[config.mk]
export PLATFORM = sky130hd
export DESIGN_NAME = regfile
export DESIGN_NICKNAME = d
export VERILOG_FILES = /design/src/rtl/regfile_pkg.sv /design/src/rtl/regfile_rd_port.sv /design/src/rtl/regfile.sv
export SDC_FILE = /design/constraint.sdc
export NUM_CORES = 2
export LEC_CHECK = 0
export CORE_UTILIZATION = 30
export DETAILED_ROUTE_END_ITERATION = 16
export PLACE_DENSITY_LB_ADDON = 0.05
export SETUP_SLACK_MARGIN = 0.1
export SLEW_MARGIN = 10
export SYNTH_ARGS = -nofsm -noshare
export SYNTH_HDL_FRONTEND = slang
export SYNTH_SLANG_ARGS = --single-unit
[constraint.sdc]
create_clock -name clk_in -period 6.05 [get_ports clk_in]
set_input_delay 0.605 -clock clk_in [delete_from_list [all_inputs] [get_ports clk_in]]
set_output_delay 0.605 -clock clk_in [all_outputs]
set_load 0.005 [all_outputs]
[src/rtl/regfile_pkg.sv]
// Shared constants and types for the register file and its read ports.
// Holds the reorder-buffer geometry; no logic, so no latency or backpressure.
package regfile_pkg;

    localparam int ROB_A     = 4;
    localparam int ROB_DEPTH = 1 << ROB_A;
    localparam int ROB_R     = ROB_A;
    localparam int NUM_REGS  = 32;

    typedef struct packed {
        logic [31:0]      value;
        logic             busy;
        logic [ROB_R-1:0] tag;
    } reg_entry_t;

endpackage

[src/rtl/regfile_rd_port.sv]
// One read port: resolves an operand from storage, the retiring commit or the ROB.
// Purely combinational with zero latency; no backpressure.
module regfile_rd_port
    import regfile_pkg::*;
(
    input  logic [4:0]       get_id,
    input  logic [31:0]      ent_val,
    input  logic             ent_busy,
    input  logic [ROB_R-1:0] ent_tag,
    input  logic             is_commit,
    input  logic [ROB_R-1:0] set_from_rob_id,
    input  logic [31:0]      set_val,
    input  logic             rob_avail,
    input  logic [31:0]      rob_val,
    output logic [31:0]      val,
    output logic             has_dep,
    output logic [ROB_R-1:0] dep,
    output logic [ROB_R-1:0] get_rob_id
);

    assign get_rob_id = ent_tag;

    always_comb begin
        val     = 32'd0;
        has_dep = 1'b0;
        dep     = '0;
        if (get_id == 5'd0) begin
            val = 32'd0;
        end else if (!ent_busy) begin
            val = ent_val;
        end else if (is_commit && (set_from_rob_id == ent_tag)) begin
            // the producer retires this very cycle: bypass its result
            val = set_val;
        end else if (rob_avail) begin
            val = rob_val;
        end else begin
            has_dep = 1'b1;
            dep     = ent_tag;
        end
    end

endmodule

[src/rtl/regfile.sv]
// Architectural register file with rename tags; reads are combinational and see pre-edge state.
// Updates one cycle after commit/rename; rdy_in low freezes all state.
module regfile
    import regfile_pkg::*;
(
    input  logic             clk_in,
    input  logic             rst_in,
    input  logic             rdy_in,
    input  logic             rob_clear,
    input  logic             is_commit,
    input  logic [4:0]       set_id,
    input  logic [31:0]      set_val,
    input  logic [ROB_R-1:0] set_from_rob_id,
    input  logic [4:0]       set_dep_id,
    input  logic [ROB_R-1:0] set_dep_Q,
    input  logic [4:0]       get_id_1,
    input  logic [4:0]       get_id_2,
    output logic [31:0]      val_1,
    output logic [31:0]      val_2,
    output logic             has_dep_1,
    output logic             has_dep_2,
    output logic [ROB_R-1:0] dep_1,
    output logic [ROB_R-1:0] dep_2,
    output logic [ROB_R-1:0] get_rob_id_1,
    output logic [ROB_R-1:0] get_rob_id_2,
    input  logic             rob_avail_1,
    input  logic             rob_avail_2,
    input  logic [31:0]      rob_val_1,
    input  logic [31:0]      rob_val_2
);

    reg_entry_t regs [NUM_REGS];

    always_ff @(posedge clk_in or negedge rst_in) begin
        if (!rst_in) begin
            for (int i = 0; i < NUM_REGS; i++) begin
                regs[i] <= '0;
            end
        end else if (rdy_in) begin
            if (rob_clear) begin
                for (int i = 0; i < NUM_REGS; i++) begin
                    regs[i].busy <= 1'b0;
                end
            end else begin
                if (is_commit && (set_id != 5'd0)) begin
                    regs[set_id].value <= set_val;
                    if (regs[set_id].busy && (regs[set_id].tag == set_from_rob_id)) begin
                        regs[set_id].busy <= 1'b0;
                    end
                end
                // a same-cycle rename is assigned last so it overrides the commit's busy clear
                if (set_dep_id != 5'd0) begin
                    regs[set_dep_id].busy <= 1'b1;
                    regs[set_dep_id].tag  <= set_dep_Q;
                end
            end
        end
    end

    regfile_rd_port u_rd_1 (
        .get_id          (get_id_1),
        .ent_val         (regs[get_id_1].value),
        .ent_busy        (regs[get_id_1].busy),
        .ent_tag         (regs[get_id_1].tag),
        .is_commit       (is_commit),
        .set_from_rob_id (set_from_rob_id),
        .set_val         (set_val),
        .rob_avail       (rob_avail_1),
        .rob_val         (rob_val_1),
        .val             (val_1),
        .has_dep         (has_dep_1),
        .dep             (dep_1),
        .get_rob_id      (get_rob_id_1)
    );

    regfile_rd_port u_rd_2 (
        .get_id          (get_id_2),
        .ent_val         (regs[get_id_2].value),
        .ent_busy        (regs[get_id_2].busy),
        .ent_tag         (regs[get_id_2].tag),
        .is_commit       (is_commit),
        .set_from_rob_id (set_from_rob_id),
        .set_val         (set_val),
        .rob_avail       (rob_avail_2),
        .rob_val         (rob_val_2),
        .val             (val_2),
        .has_dep         (has_dep_2),
        .dep             (dep_2),
        .get_rob_id      (get_rob_id_2)
    );

endmodule

# [Word-level counts from Yosys, hierarchy flattened]
# Index checks and enable logic that the tools add are counted.
[classes] order_cmp=6 eq_ne=3 muxes=82 n_bitwise=5 n_reduce_logical=11
[op_table] op="2-to-1 mux 1184 bit" count=5
[op_table] op="bitwise mux 1184 bit" count=4
[op_table] op="demux 37 bit (select 5 bit)" count=4
[op_table] op="binary-select mux 37 bit (select 5 bit)" count=3
[op_table] op="2-to-1 mux 32 bit" count=8
[op_table] op="2-to-1 mux 37 bit" count=5
[op_table] op="2-to-1 mux 1 bit" count=40
[op_table] op="2-to-1 mux 4 bit" count=9
[op_table] op=">= comparator 6 bit, second input constant" count=4
[op_table] op="inverter 5 -> 6 bit" count=4
[op_table] op="2-to-1 mux 5 bit" count=4
[op_table] op="equality test 4 bit" count=3
[op_table] op="less-than comparator 6 x 1 -> 1 bit, second input constant" count=2
[op_table] op="zero test 5 bit" count=2
[op_table] op="nonzero test 5 bit" count=2
[op_table] op="logical AND 1 bit" count=6
[op_table] op="AND reduction 2 bit" count=1
[op_table] op="inverter 1 bit" count=1
[totals] register_bits=1184 out_inout_bits=82 word_cells=203

# [Longest topological paths before layout]
[depth] ltp_word=15 mapped_depth=14 depth_no_buf=7

# [By module]
# A second synthesis with hierarchy kept.
[hier_totals] cells_unflattened=4302 area_unflattened_um2=66059.6
[by_module_without_submodules] module="regfile" instances=1 cells_each=3948 area_each_um2=63699.8
[by_module_without_submodules] module="regfile_rd_port" instances=2 cells_each=177 area_each_um2=1179.9

# [Least setup slack after synthesis]
# Ideal clock, no wire load.
[synth_timing] path_type="input -> output" from="input port get_id_2[0]" to="output port val_2[20]" arrival_ns=2.910 required_time_ns=5.445 path_slack_ns=2.535 cell_stages=10 path_buffers=6 path_cell_list="buf_6 -> buf_12 -> buf_8 -> buf_8 -> buf_6 -> buf_2 -> mux4_2 -> mux4_2 -> a211oi_1 -> a211oi_1"
[synth_between] elab_chain_len=9 elab_cells_between_ends=10 cone_classes="eq/ne (1); mux (6); bitwise (1); reduce/logical (2)"
[synth_rtl] item="from (decl)" line="regfile.sv:17" source="input logic [4:0] get_id_2,"
[synth_rtl] item="inverter 5 -> 6 bit (implied by the code)" line="regfile.sv:78, regfile.sv:79, regfile.sv:80"
[synth_rtl] item="binary-select mux 37 bit (select 5 bit)" line="regfile.sv:78, regfile.sv:79, regfile.sv:80"
[synth_rtl] item="2-to-1 mux 37 bit (implied by the code) (2 in a row)" line="regfile.sv:80" source=".ent_tag (regs[get_id_2].tag),"
[synth_rtl] item="equality test 4 bit" line="regfile_rd_port.sv:31" source="end else if (is_commit && (set_from_rob_id == ent_tag)) begin"
[synth_rtl] item="logical AND 1 bit" line="regfile_rd_port.sv:31"
[synth_rtl] item="2-to-1 mux 32 bit" line="regfile_rd_port.sv:31"
[synth_rtl] item="2-to-1 mux 32 bit" line="regfile_rd_port.sv:29" source="end else if (!ent_busy) begin"
[synth_rtl] item="2-to-1 mux 32 bit *" line="regfile_rd_port.sv:27" source="if (get_id == 5'd0) begin"
[synth_rtl] item="to (decl)" line="regfile.sv:19" source="output logic [31:0] val_2,"
# Mark *: on every way between the ends. The rest lies on a longest branch, timed or not. The select of a mux whose other input is x is not followed.

# [Worst setup path after layout]
[layout_timing] from="input port get_id_1[1]" to="output port val_1[1]"
[layout_between] elab_chain_len=9 elab_cells_between_ends=10 cone_classes="eq/ne (1); mux (6); bitwise (1); reduce/logical (2)"
[layout_rtl] item="from (decl)" line="regfile.sv:16" source="input logic [4:0] get_id_1,"
[layout_rtl] item="inverter 5 -> 6 bit (implied by the code)" line="regfile.sv:62, regfile.sv:63, regfile.sv:64"
[layout_rtl] item="binary-select mux 37 bit (select 5 bit)" line="regfile.sv:62, regfile.sv:63, regfile.sv:64"
[layout_rtl] item="2-to-1 mux 37 bit (implied by the code) (2 in a row)" line="regfile.sv:64" source=".ent_tag (regs[get_id_1].tag),"
[layout_rtl] item="equality test 4 bit" line="regfile_rd_port.sv:31"
[layout_rtl] item="logical AND 1 bit" line="regfile_rd_port.sv:31"
[layout_rtl] item="2-to-1 mux 32 bit" line="regfile_rd_port.sv:31"
[layout_rtl] item="2-to-1 mux 32 bit" line="regfile_rd_port.sv:29"
[layout_rtl] item="2-to-1 mux 32 bit *" line="regfile_rd_port.sv:27"
[layout_rtl] item="to (decl)" line="regfile.sv:18" source="output logic [31:0] val_1,"
# Marks and branches as above.

==> results.sh <==
export IMPL_ys_seq_area_share_pct=44.2
export IMPL_maxCapViolations=0
export IMPL_grtUsageMet1_pct=34.4
export IMPL_nets=5031
export IMPL_hold_class="in2async"
export IMPL_tritoncts="yes"
export IMPL_yosys_warnings=0
export IMPL_powerDensity_mw_per_mm2=282
export IMPL_vias_per_cell=5.71
export IMPL_die_h_um=475
export IMPL_start_util_pct=30.2
export IMPL_hold_viol=0
export IMPL_hold_slack_ns=0.385
export IMPL_crit_arrival_ns=5.11
export IMPL_setup_viol=0
export IMPL_grt_pass1_wl_mm=396
export IMPL_drc_errors=0
export IMPL_drive_above_1_share_pct=41.4
export IMPL_mostFrequentLayoutCell="dfrtp_1"
export IMPL_clk_latency_ns=0.83
export IMPL_cts_root_buf="clkbuf_16"
export IMPL_io_buffers=212
export IMPL_dr_pass1_iters=8
export IMPL_antenna_found_initial=13
export IMPL_wl_mm=281
export IMPL_rsz0062_at_grt="false"
export IMPL_ys_top_cells_by_area="dfrtp_1 (44%), mux2_2 (18%), mux4_2 (16%)"
export IMPL_synthesis_area_mm2=0.0670
export IMPL_synth_nets=5009
export IMPL_final_util_pct=35.0
export IMPL_coreArea_mm2=0.222
export IMPL_dpl_hpwl_mm=168
export IMPL_largest_reg_flops=1184
export IMPL_postSynth_topFlopCell="dfrtp_1"
export IMPL_drtIter0Drc=3290
export IMPL_post_route_min_period_ns=5.71
export IMPL_wire_per_inst_um=35.2
export IMPL_slew_headroom_pct=13.8
export IMPL_dp_cells=7717
export IMPL_h_tree_depth=4
export IMPL_finalCritPeriodShare_pct=94.4
export IMPL_die_area_mm2=0.225
export IMPL_fin_cells=7991
export IMPL_fmax_ghz=0.175
export IMPL_slew_viol_final=0
export IMPL_area_growth_pct=15.8
export IMPL_leakage_nw=33.5
export IMPL_synth_edff_count=0
export IMPL_setup_tns_ns=0
export IMPL_gp_congestion=0.798
export IMPL_io_pins=213
export IMPL_synth_top_cell_area_share_pct=44.2
export IMPL_reg_top3="regs x1184"
export IMPL_synth_avg_cell_area_um2=13.7
export IMPL_ant_nets=0
export IMPL_numCtsBuffers=155
export IMPL_crit_path_start_kind="primary input"
export IMPL_vdd_ir_drop_worst_v=0.000295
export IMPL_grt_start_max_net_pins=163
export IMPL_pre_cts_ws_ns=0.484
export IMPL_cts_sinks=1184
export IMPL_cts_buffer_depth=3
export IMPL_worst_slew_pin_slew_ns=1.28
export IMPL_grt_pass1_vias=47914
export IMPL_place_area_mm2=0.0726
export IMPL_nFillCells=21764
export IMPL_regMostFlops="regs"
export IMPL_synth_distinct_cells=87
export IMPL_synth_seq_cells=1184
export IMPL_rows=173
export IMPL_final_area_mm2=0.0776
export IMPL_clk_pin_slew_ns=0.06
export IMPL_synth_largest_area_cell="dfrtp_1"
export IMPL_status="finished clean"
export IMPL_final_cell_mix="dfrtp_1 (1184), mux2_2 (1051), mux4_2 (491)"
export IMPL_fin_ws_ns=0.337
export IMPL_cts_setup_buffers=0
export IMPL_use_met2_pct=40.5
export IMPL_crit_fanout=34
export IMPL_busiest_layer="met2"
export IMPL_async_reset_ff_share_pct=100
export IMPL_required_ns=5.44
export IMPL_overflow=0
export IMPL_met3_usage_pct=3.33
export IMPL_grtUsageTotal_pct=25.0
export IMPL_total_power_mw=21.9
export IMPL_finClkSkew_ns=0.0295
export IMPL_crit_type="in2out"
export IMPL_dieWidth_um=475
export IMPL_postSynthCellCount=4878
export IMPL_cp_end_kind="output pin"
export IMPL_vias=45594
-- critical path, cell delays in order --
cell and delay, ns:
buf_8 0.30, or3b_1 0.69, o22ai_1 0.38, nor4b_4 0.11
nor3_1 0.47, o211a_4 0.52, a31oi_1 0.16, a211oi_1 1.08
clkdlybuf4s50_1 0.68
-- worst paths after layout --
| path | cells past startpoint | slack, ns | endpoint | startpoint |
|---|---|---|---|---|
| max reg2reg | 7 | 3.20 | regs[4] | regs[151] |
| min | 2 | 0.39 | regs[244] | rst_in |
| max in group asynchronous | 4 | 3.98 | regs[426] | rst_in |
| min reg2reg | 0 | 0.39 | regs[1154] | regs[1154] |
| min in group clk_in | 0 | 0.39 | regs[1154] | regs[1154] |
| max | 9 | 0.34 | val_1[1] | get_id_1[1] |
-- kinds of logic (layout without fill, tap and decap cells) --
family	Yosys count	after routing	synth area share [%]
AO/OA/AOI/OAI	718	718	7.53
XOR/XNOR	3	3	0.0392
buffers and inverters	588	720	4.41
flip-flops	1184	1184	44.2
multiplexers	1946	1946	40.5
other	0	6	0
AND/OR/NAND/NOR	439	439	3.35
-- cell usage after synthesis, types with 36 or more instances --
cell      count
a221oi_1     61
o211ai_1    120
mux2i_1     390
inv_1        36
a21oi_1     112
a22oi_1      81
dfrtp_1    1184
nor2_1       60
a31oi_1      50
nor3_1       60
mux4_2      491
mux2_2     1051
nand2_1     147
buf_4        43
o21ai_0     139
a211oi_1     58
buf_2        82
clkbuf_1    346
-- layout make-up --
type / instances / area [um2] / area share (%)
multi-input combinational: 3106 / 34800 / 44.8
sequential: 1184 / 29600 / 38.2
clock buffer: 222 / 4480 / 5.77
timing repair buffer: 417 / 4330 / 5.58
tap: 2975 / 3720 / 4.79
clock inverter: 45 / 553 / 0.712
inverter: 36 / 135 / 0.174
antenna: 6 / 15.0 / 0.0193
-- layer usage --
layer / part of all wire (%) / vias to the layer above
met3: 4.1 / 378
met2: 48 / 1180
met1: 45 / 25010
li1: - / 19026
met5: 0 / -
met4: 3.4 / 0
-- power by group --
part	leakage, nW	switching, mW	internal (mW)
combinational	14.9	1.79	1.66
sequential	16.1	0.524	8.58
clock	2.48	3.84	5.48
total	33.5	6.15	15.7
-- what timing repair did --
action / in CTS / in global routing
hold endpoints to repair: 92 / 0
hold buffers: 1 / 0
resized for setup: 0 / 0
Power figures use the tool's default switching activity.
